$ cat src/rtl/serial_digit_comparator_if.sv
// -----------------------------------------------------------------------------
// serial_digit_comparator_if
//
// Purpose : Bundles the request/response signals of serial_digit_comparator.
//           The requester drives start/operands/mode; the comparator answers
//           with busy/done and the eq/gt/lt result flags.
//
// Signals :
//   start  requester -> comparator  request a compare (sampled only when idle)
//   a, b   requester -> comparator  WIDTH-bit unsigned operands
//   mode   requester -> comparator  0 = equality only, 1 = unsigned magnitude
//   busy   comparator -> requester  high while slices are being compared
//   done   comparator -> requester  one-cycle pulse when results become valid
//   eq     comparator -> requester  A == B
//   gt     comparator -> requester  A >  B (always 0 in equality mode)
//   lt     comparator -> requester  A <  B (always 0 in equality mode)
//
// Modports: master = requester side, slave = comparator side.
// -----------------------------------------------------------------------------
interface serial_digit_comparator_if #(
    parameter int WIDTH = 8
) ();

    logic             start;
    logic [WIDTH-1:0] a;
    logic [WIDTH-1:0] b;
    logic             mode;
    logic             busy;
    logic             done;
    logic             eq;
    logic             gt;
    logic             lt;

    modport master (
        output start, a, b, mode,
        input  busy, done, eq, gt, lt
    );

    modport slave (
        input  start, a, b, mode,
        output busy, done, eq, gt, lt
    );

endinterface : serial_digit_comparator_if

$ cat src/rtl/serial_digit_comparator.sv
// -----------------------------------------------------------------------------
// serial_digit_comparator
//
// Purpose : Compares two WIDTH-bit unsigned words one DIGIT-bit slice per
//           clock, most significant slice first. Supports pure equality and
//           unsigned magnitude comparison, with optional early termination on
//           the first mismatching slice (EARLY = 1).
//
// Parameters:
//   WIDTH  operand width in bits (multiple of DIGIT)
//   DIGIT  bits compared per clock (>= 1)
//   EARLY  1 = finish at the first mismatching slice, 0 = always scan all slices
//
// Ports:
//   clk    rising-edge clock
//   rst    synchronous, active-high reset
//   bus    serial_digit_comparator_if.slave
//            start/a/b/mode in, busy/done/eq/gt/lt out
//
// Timing (N = WIDTH/DIGIT, edges counted including the edge accepting start):
//   busy is high for one cycle per processed slice, done pulses for one cycle
//   after N+1 edges (or k+1 edges when EARLY = 1 and slice k mismatches first).
//   Minimum start-to-start period is N+2 cycles.
// -----------------------------------------------------------------------------
module serial_digit_comparator #(
    parameter int WIDTH = 8,
    parameter int DIGIT = 2,
    parameter bit EARLY = 1'b1
) (
    input  logic                        clk,
    input  logic                        rst,
    serial_digit_comparator_if.slave    bus
);

    localparam int N    = WIDTH / DIGIT;
    localparam int IDXW = $clog2(N + 1);

    if ((DIGIT < 1) || (WIDTH % DIGIT != 0)) begin : g_bad_params
        $error("serial_digit_comparator: WIDTH must be a non-zero multiple of DIGIT");
    end

    typedef enum logic [1:0] {
        ST_IDLE,
        ST_RUN,
        ST_DONE
    } state_t;

    // -------------------------------------------------------------------------
    // State
    // -------------------------------------------------------------------------
    state_t            state_q, state_d;
    logic [IDXW-1:0]   idx_q,   idx_d;
    logic [WIDTH-1:0]  a_q,     a_d;
    logic [WIDTH-1:0]  b_q,     b_d;
    logic              mode_q,  mode_d;
    logic              mism_q,  mism_d;   // a mismatching slice has been recorded
    logic              busy_q,  busy_d;
    logic              done_q,  done_d;
    logic              eq_q,    eq_d;
    logic              gt_q,    gt_d;
    logic              lt_q,    lt_d;

    // Current slice of each captured operand.
    logic [DIGIT-1:0]  sa;
    logic [DIGIT-1:0]  sb;

    // -------------------------------------------------------------------------
    // Next-state logic
    // -------------------------------------------------------------------------
    // NOTE: every signal written here gets a default first, so no path leaves
    // it unassigned and no latch is inferred.
    always_comb begin
        state_d = state_q;
        idx_d   = idx_q;
        a_d     = a_q;
        b_d     = b_q;
        mode_d  = mode_q;
        mism_d  = mism_q;
        eq_d    = eq_q;
        gt_d    = gt_q;
        lt_d    = lt_q;

        sa = DIGIT'(a_q >> (int'(idx_q) * DIGIT));
        sb = DIGIT'(b_q >> (int'(idx_q) * DIGIT));

        case (state_q)
            ST_IDLE: begin
                if (bus.start) begin
                    a_d     = bus.a;
                    b_d     = bus.b;
                    mode_d  = bus.mode;
                    idx_d   = IDXW'(N - 1);
                    mism_d  = 1'b0;
                    eq_d    = 1'b0;
                    gt_d    = 1'b0;
                    lt_d    = 1'b0;
                    state_d = ST_RUN;
                end
            end

            ST_RUN: begin
                // Only the most significant mismatch decides the result;
                // later slices are ignored once mism_q is set.
                if ((sa != sb) && !mism_q) begin
                    mism_d = 1'b1;
                    gt_d   = mode_q && (sa > sb);
                    lt_d   = mode_q && (sa < sb);
                    if (EARLY) begin
                        state_d = ST_DONE;
                    end
                end

                if (idx_q == '0) begin
                    // mism_d includes a mismatch found on this last slice.
                    if (!mism_d) begin
                        eq_d = 1'b1;
                    end
                    state_d = ST_DONE;
                end else if (state_d == ST_RUN) begin
                    idx_d = idx_q - 1'b1;
                end
            end

            ST_DONE: begin
                state_d = ST_IDLE;
            end

            default: begin
                state_d = ST_IDLE;
            end
        endcase

        // Status flags are registered copies of the next state, so they are
        // glitch-free and line up exactly with the state they describe.
        busy_d = (state_d == ST_RUN);
        done_d = (state_d == ST_DONE);
    end

    // -------------------------------------------------------------------------
    // Control and result registers
    // -------------------------------------------------------------------------
    // NOTE: sequential state uses non-blocking assignments so every flop
    // samples its pre-edge value regardless of statement order.
    always_ff @(posedge clk) begin
        if (rst) begin
            state_q <= ST_IDLE;
            idx_q   <= '0;
            mism_q  <= 1'b0;
            busy_q  <= 1'b0;
            done_q  <= 1'b0;
            eq_q    <= 1'b0;
            gt_q    <= 1'b0;
            lt_q    <= 1'b0;
        end else begin
            state_q <= state_d;
            idx_q   <= idx_d;
            mism_q  <= mism_d;
            busy_q  <= busy_d;
            done_q  <= done_d;
            eq_q    <= eq_d;
            gt_q    <= gt_d;
            lt_q    <= lt_d;
        end
    end

    // -------------------------------------------------------------------------
    // Operand captures
    // -------------------------------------------------------------------------
    // NOTE: the operand/mode registers are pure datapath and carry no reset;
    // they are always loaded on start acceptance before anything reads them.
    always_ff @(posedge clk) begin
        a_q    <= a_d;
        b_q    <= b_d;
        mode_q <= mode_d;
    end

    // -------------------------------------------------------------------------
    // Outputs
    // -------------------------------------------------------------------------
    assign bus.busy = busy_q;
    assign bus.done = done_q;
    assign bus.eq   = eq_q;
    assign bus.gt   = gt_q;
    assign bus.lt   = lt_q;

endmodule : serial_digit_comparator

$ cat src/flat_wrapper.sv
// flat-port wrapper written by rule: the top's interface ports become plain ports
module serial_digit_comparator_flat 
#(
    parameter int WIDTH = 8,
    parameter int DIGIT = 2,
    parameter bit EARLY = 1'b1
)
  (clk, rst, bus_start, bus_a, bus_b, bus_mode, bus_busy, bus_done, bus_eq, bus_gt, bus_lt);
  serial_digit_comparator_if #(.WIDTH(WIDTH)) bus_i ();
  input  logic clk;
  input  logic rst;
  input wire logic [$bits(bus_i.start)-1:0] bus_start;
  input wire logic [$bits(bus_i.a)-1:0] bus_a;
  input wire logic [$bits(bus_i.b)-1:0] bus_b;
  input wire logic [$bits(bus_i.mode)-1:0] bus_mode;
  output wire logic [$bits(bus_i.busy)-1:0] bus_busy;
  output wire logic [$bits(bus_i.done)-1:0] bus_done;
  output wire logic [$bits(bus_i.eq)-1:0] bus_eq;
  output wire logic [$bits(bus_i.gt)-1:0] bus_gt;
  output wire logic [$bits(bus_i.lt)-1:0] bus_lt;
  assign bus_i.start = bus_start;
  assign bus_i.a = bus_a;
  assign bus_i.b = bus_b;
  assign bus_i.mode = bus_mode;
  assign bus_busy = bus_i.busy;
  assign bus_done = bus_i.done;
  assign bus_eq = bus_i.eq;
  assign bus_gt = bus_i.gt;
  assign bus_lt = bus_i.lt;
  serial_digit_comparator #(.WIDTH(WIDTH), .DIGIT(DIGIT), .EARLY(EARLY)) u_core (.clk(clk), .rst(rst), .bus(bus_i));
endmodule
$ cat config.mk
export PLATFORM = sky130hd
export DESIGN_NAME = serial_digit_comparator_flat
export DESIGN_NICKNAME = d
export VERILOG_FILES = /design/src/rtl/serial_digit_comparator_if.sv /design/src/rtl/serial_digit_comparator.sv /design/src/flat_wrapper.sv
export SDC_FILE = /design/constraint.sdc
export NUM_CORES = 1
export LEC_CHECK = 0
export BUFFER_PORTS_ARGS = -buffer_cell sky130_fd_sc_hd__buf_4
export CORE_MARGIN = 2
export CORE_UTILIZATION = 25
export CTS_BUF_LIST = sky130_fd_sc_hd__clkbuf_8
export DETAILED_ROUTE_END_ITERATION = 8
export GPL_TIMING_DRIVEN = 0
export PLACE_DENSITY = 0.54
export SYNTH_ARGS = -nofsm -noshare
export SYNTH_HDL_FRONTEND = slang
export SYNTH_SLANG_ARGS = --single-unit
$ cat constraint.sdc
create_clock -name clk -period 3 [get_ports clk]
set_input_delay 0.6 -clock clk [delete_from_list [all_inputs] [get_ports clk]]
set_output_delay 0.6 -clock clk [all_outputs]
set_load 0.02 [all_outputs]
==> metrics.md <==
| Metric | Value |
|---|---|
| Reg2Reg Launch Point | `u_core.idx_q[0]` |
| R2R depth | `8` |
| Resize count post-CTS | `0` |
| Worst path arrival time | `~2.9 ns` |
| Drt pass-1 iters | `4` |
| Post-Place Cell Area | `around 0.0014 mm2` |
| Mapped Cells | `85` |
| Routed wire per std cell | `about 12 um` |
| Fin crit share | `between 80% and 90%` |
| Clk sink count | `28` |
| RR Endpoint | `u_core.bus.gt` |
| Synth unique cells | `27` |
| CTS Buf Count | `3` |
| Antenna violations before repair | `0` |
| Top-area cell type share of the netlist area | `between 40% and 50%` |
| Overflow after GRT | `0` |
| Clk_lat worst skew | `between 0.2 and 0.3 ns` |
| DR vias | `749` |
| Post-route DRC violation count | `0` |
| Dpl cells | `162` |
| # diodes | `0` |
| Worst setup path class | `flip-flop to flip-flop` |
| Register area share after synthesis | `between 60% and 70%` |
| Fmax | `~370 MHz` |
| Detailed-route wire length | `between 2 and 2.5 mm` |
| Max Cap Violations | `0` |
| DRT iter0 DRCs | `53` |
| Sequential cell area | `around 730 um2` |
| GP Congestion | `roughly 0.81` |
| Yosys warning count | `0` |
| Skew final | `approximately 0.011 ns` |
| DIE AREA | `between 0.005 and 0.006 mm2` |
| Largest net degree at the start of global routing | `19` |
| Setup Total Neg Slack | `0 ns` |
| Fin. Hold Viols | `0` |
| Max-slew violations | `0` |
| FP Rows | `24` |
| Worst-path maximum fanout | `7` |
| Final hold slack | `around 0.49 ns` |
| FF-to-FF setup slack | `0.32 ns` |
| Crit path from | `u_core.idx_q[0]` |
| Vias/cell | `around 4.5` |
| IO Port Bufs | `24` |
| Syn avg cell area | `approximately 14 um2` |
| Core area | `0.00441 mm2` |
| Most area-consuming cells after synthesis | `edfxtp_1 44%, dfxtp_1 19%, mux4_2 7.7%, ha_1 4.3%, nor2b_1 2.2%` |
| Fraction of layout cells with a size suffix above 1 | `32.5%` |
| Hold buffers post-CTS | `0` |
| Ports | `25` |
| Worst hold endpoint | `u_core.bus.gt` |
| Final Power | `between 0.8 and 0.9 mW` |
| DRT antenna net count | `0` |
| Layout Cells excl Fill | `~170` |
| Root buffer cell | `clkbuf_8` |
| Clock buffer depth | `2` |
| Outcome | `complete, no violations` |
| Hold path cells | `2` |
| Period minus WS final | `about 2.7 ns` |
| # nets final | `between 100 and 150` |
| Worst-margin pin slew | `0.516 ns` |
| Area used by multi-input combinational logic | `approximately 400 um2` |
| GR Util All Layers | `approximately 8.4%` |
| Post-route cell area | `about 0.0015 mm2` |
| Final Setup Violations | `0` |
| RSZ-0062 raised after global routing | `no` |
| First-pass GRT wire length | `between 3 and 4 mm` |
| CTS tree | `done` |
| Area delta synth->final | `27.8%` |
| Peak VDD IR | `220 uV` |
| Area leader, netlist | `edfxtp_1` |
| HP Start | `u_core.bus.gt` |
| Slew margin rel. | `65.4%` |
| Critical Path RT | `approximately 3.2 ns` |
| PD cells | `roughly 560 mW/mm2` |
| Setup bufs post-CTS | `0` |
| Chip height | `72.2 um` |
| Die Width | `between 70 and 80 um` |
| Vias in the first global route | `752` |
| Critical Path Source Type | `flip-flop` |
| Synth Cell Area | `approximately 0.0012 mm2` |
| Mapped Nets | `between 100 and 150` |
| Clock transition at the registers of the reported paths | `approximately 0.08 ns` |
| Leakage Power | `approximately 0.56 nW` |
| Yosys reg bits | `28` |
| Worst hold-check path type | `flip-flop to flip-flop` |
| Initial Util | `a little over a quarter` |
| H-tree depth | `1` |
| Fillcell total | `approximately 440` |
| Critical path capture point type | `flip-flop` |
[per-stage QoR]
step                      util [%]  setup slack [ns]
after floorplan                  -             0.547
after global routing          33.7             0.161
after CTS                     33.7             0.307
after global placement        31.9             0.376
final                         33.7             0.322
after detailed placement      32.7             0.349
[power by group]
| part | leakage [nW] | internal, mW | total [mW] | switching [mW] |
|---|---|---|---|---|
| sequential | 0.253 | 0.440 | 0.456 | 0.0159 |
| clock | 0.0269 | 0.0918 | 0.201 | 0.109 |
| combinational | 0.283 | 0.0850 | 0.171 | 0.0862 |
[synthesized netlist by cell type]
cell type	number
mux2i_1	1
dfxtp_1	11
edfxtp_1	17
o21ai_0	4
nand4b_1	2
or4_1	1
a211oi_1	1
o41ai_1	1
nor3_2	1
nand2b_1	2
nor4_1	3
mux4_2	4
nor4b_1	1
o311a_1	1
a21oi_2	1
buf_4	1
a21oi_1	4
ha_1	4
clkbuf_1	1
inv_1	6
buf_2	1
nor3_1	4
nor2b_1	4
nor2_1	5
nand2_1	2
xnor2_1	1
nand2b_4	1
[worst max path at each step]
| stage | endpoint | slack [ns] | cells after the start |
|---|---|---|---|
| after floorplan | u_core.bus.gt | 0.55 | 8 |
| after global placement | u_core.bus.gt | 0.38 | 8 |
| after detailed placement | u_core.bus.gt | 0.35 | 8 |
| after CTS | u_core.bus.gt | 0.31 | 8 |
| after global routing | u_core.bus.gt | 0.16 | 8 |
| final | u_core.bus.gt | 0.32 | 8 |
[flip-flops by register name, summed over array words and instances, names as in the netlist]
signal	cells
u_core.a_q	8
u_core.b_q	8
u_core.bus.busy	1
u_core.bus.done	1
u_core.bus.eq	1
u_core.bus.gt	1
u_core.bus.lt	1
u_core.idx_q	3
u_core.mism_q	1
u_core.mode_q	1
u_core.state_q	2
[cell families (layout without fill, tap and decap cells)]
kind of cell / Yosys count / after routing / synth area share [%]
AOI/OAI and AO/OA: 12 / 12 / 6.45
xor gates and xnor gates: 1 / 1 / 0.753
adders and majority gates: 4 / 4 / 4.30
buffers and inverters: 9 / 38 / 3.33
DFF: 28 / 28 / 62.8
muxes: 5 / 5 / 8.60
and+or+nand+nor: 26 / 26 / 13.8
[layout by cell type (no fill, tap or decap), types with 3 or more instances in the layout]
master,n
a21oi_1,4
buf_4,25
clkbuf_8,3
dfxtp_1,11
edfxtp_1,17
ha_1,4
inv_1,7
mux4_2,4
nor2_1,5
nor2b_1,4
nor3_1,4
nor4_1,3
o21ai_0,4
[final cells by class]
cell class	instances	share of cell area, %
Inverter	6	1.51
Tap cell	52	4.37
Clock inverter	1	0.252
Multi-Input combinational cell	48	26.9
Buffer	3	1.09
Timing Repair Buffer	25	14.0
Clock buffer	3	2.78
Sequential cell	28	49.1
[critical path, cell delays in order (launching register included)]
cell and delay [ns]:
dfxtp_1 0.31, buf_2 0.21, mux4_2 0.52, nor2b_1 0.15
ha_1 0.35, a21oi_2 0.24, mux2i_1 0.16, or4_1 0.52
a21oi_1 0.15
[metal layers]
layer  up-vias  track usage [%]  wire length (um)
met5         -                0                 0
met4         0             3.77                36
met3         4             2.36               140
met2        22             14.5               973
met1       345             9.73               854
li1        378                -                 -
(Power assumes the default switching activity.)
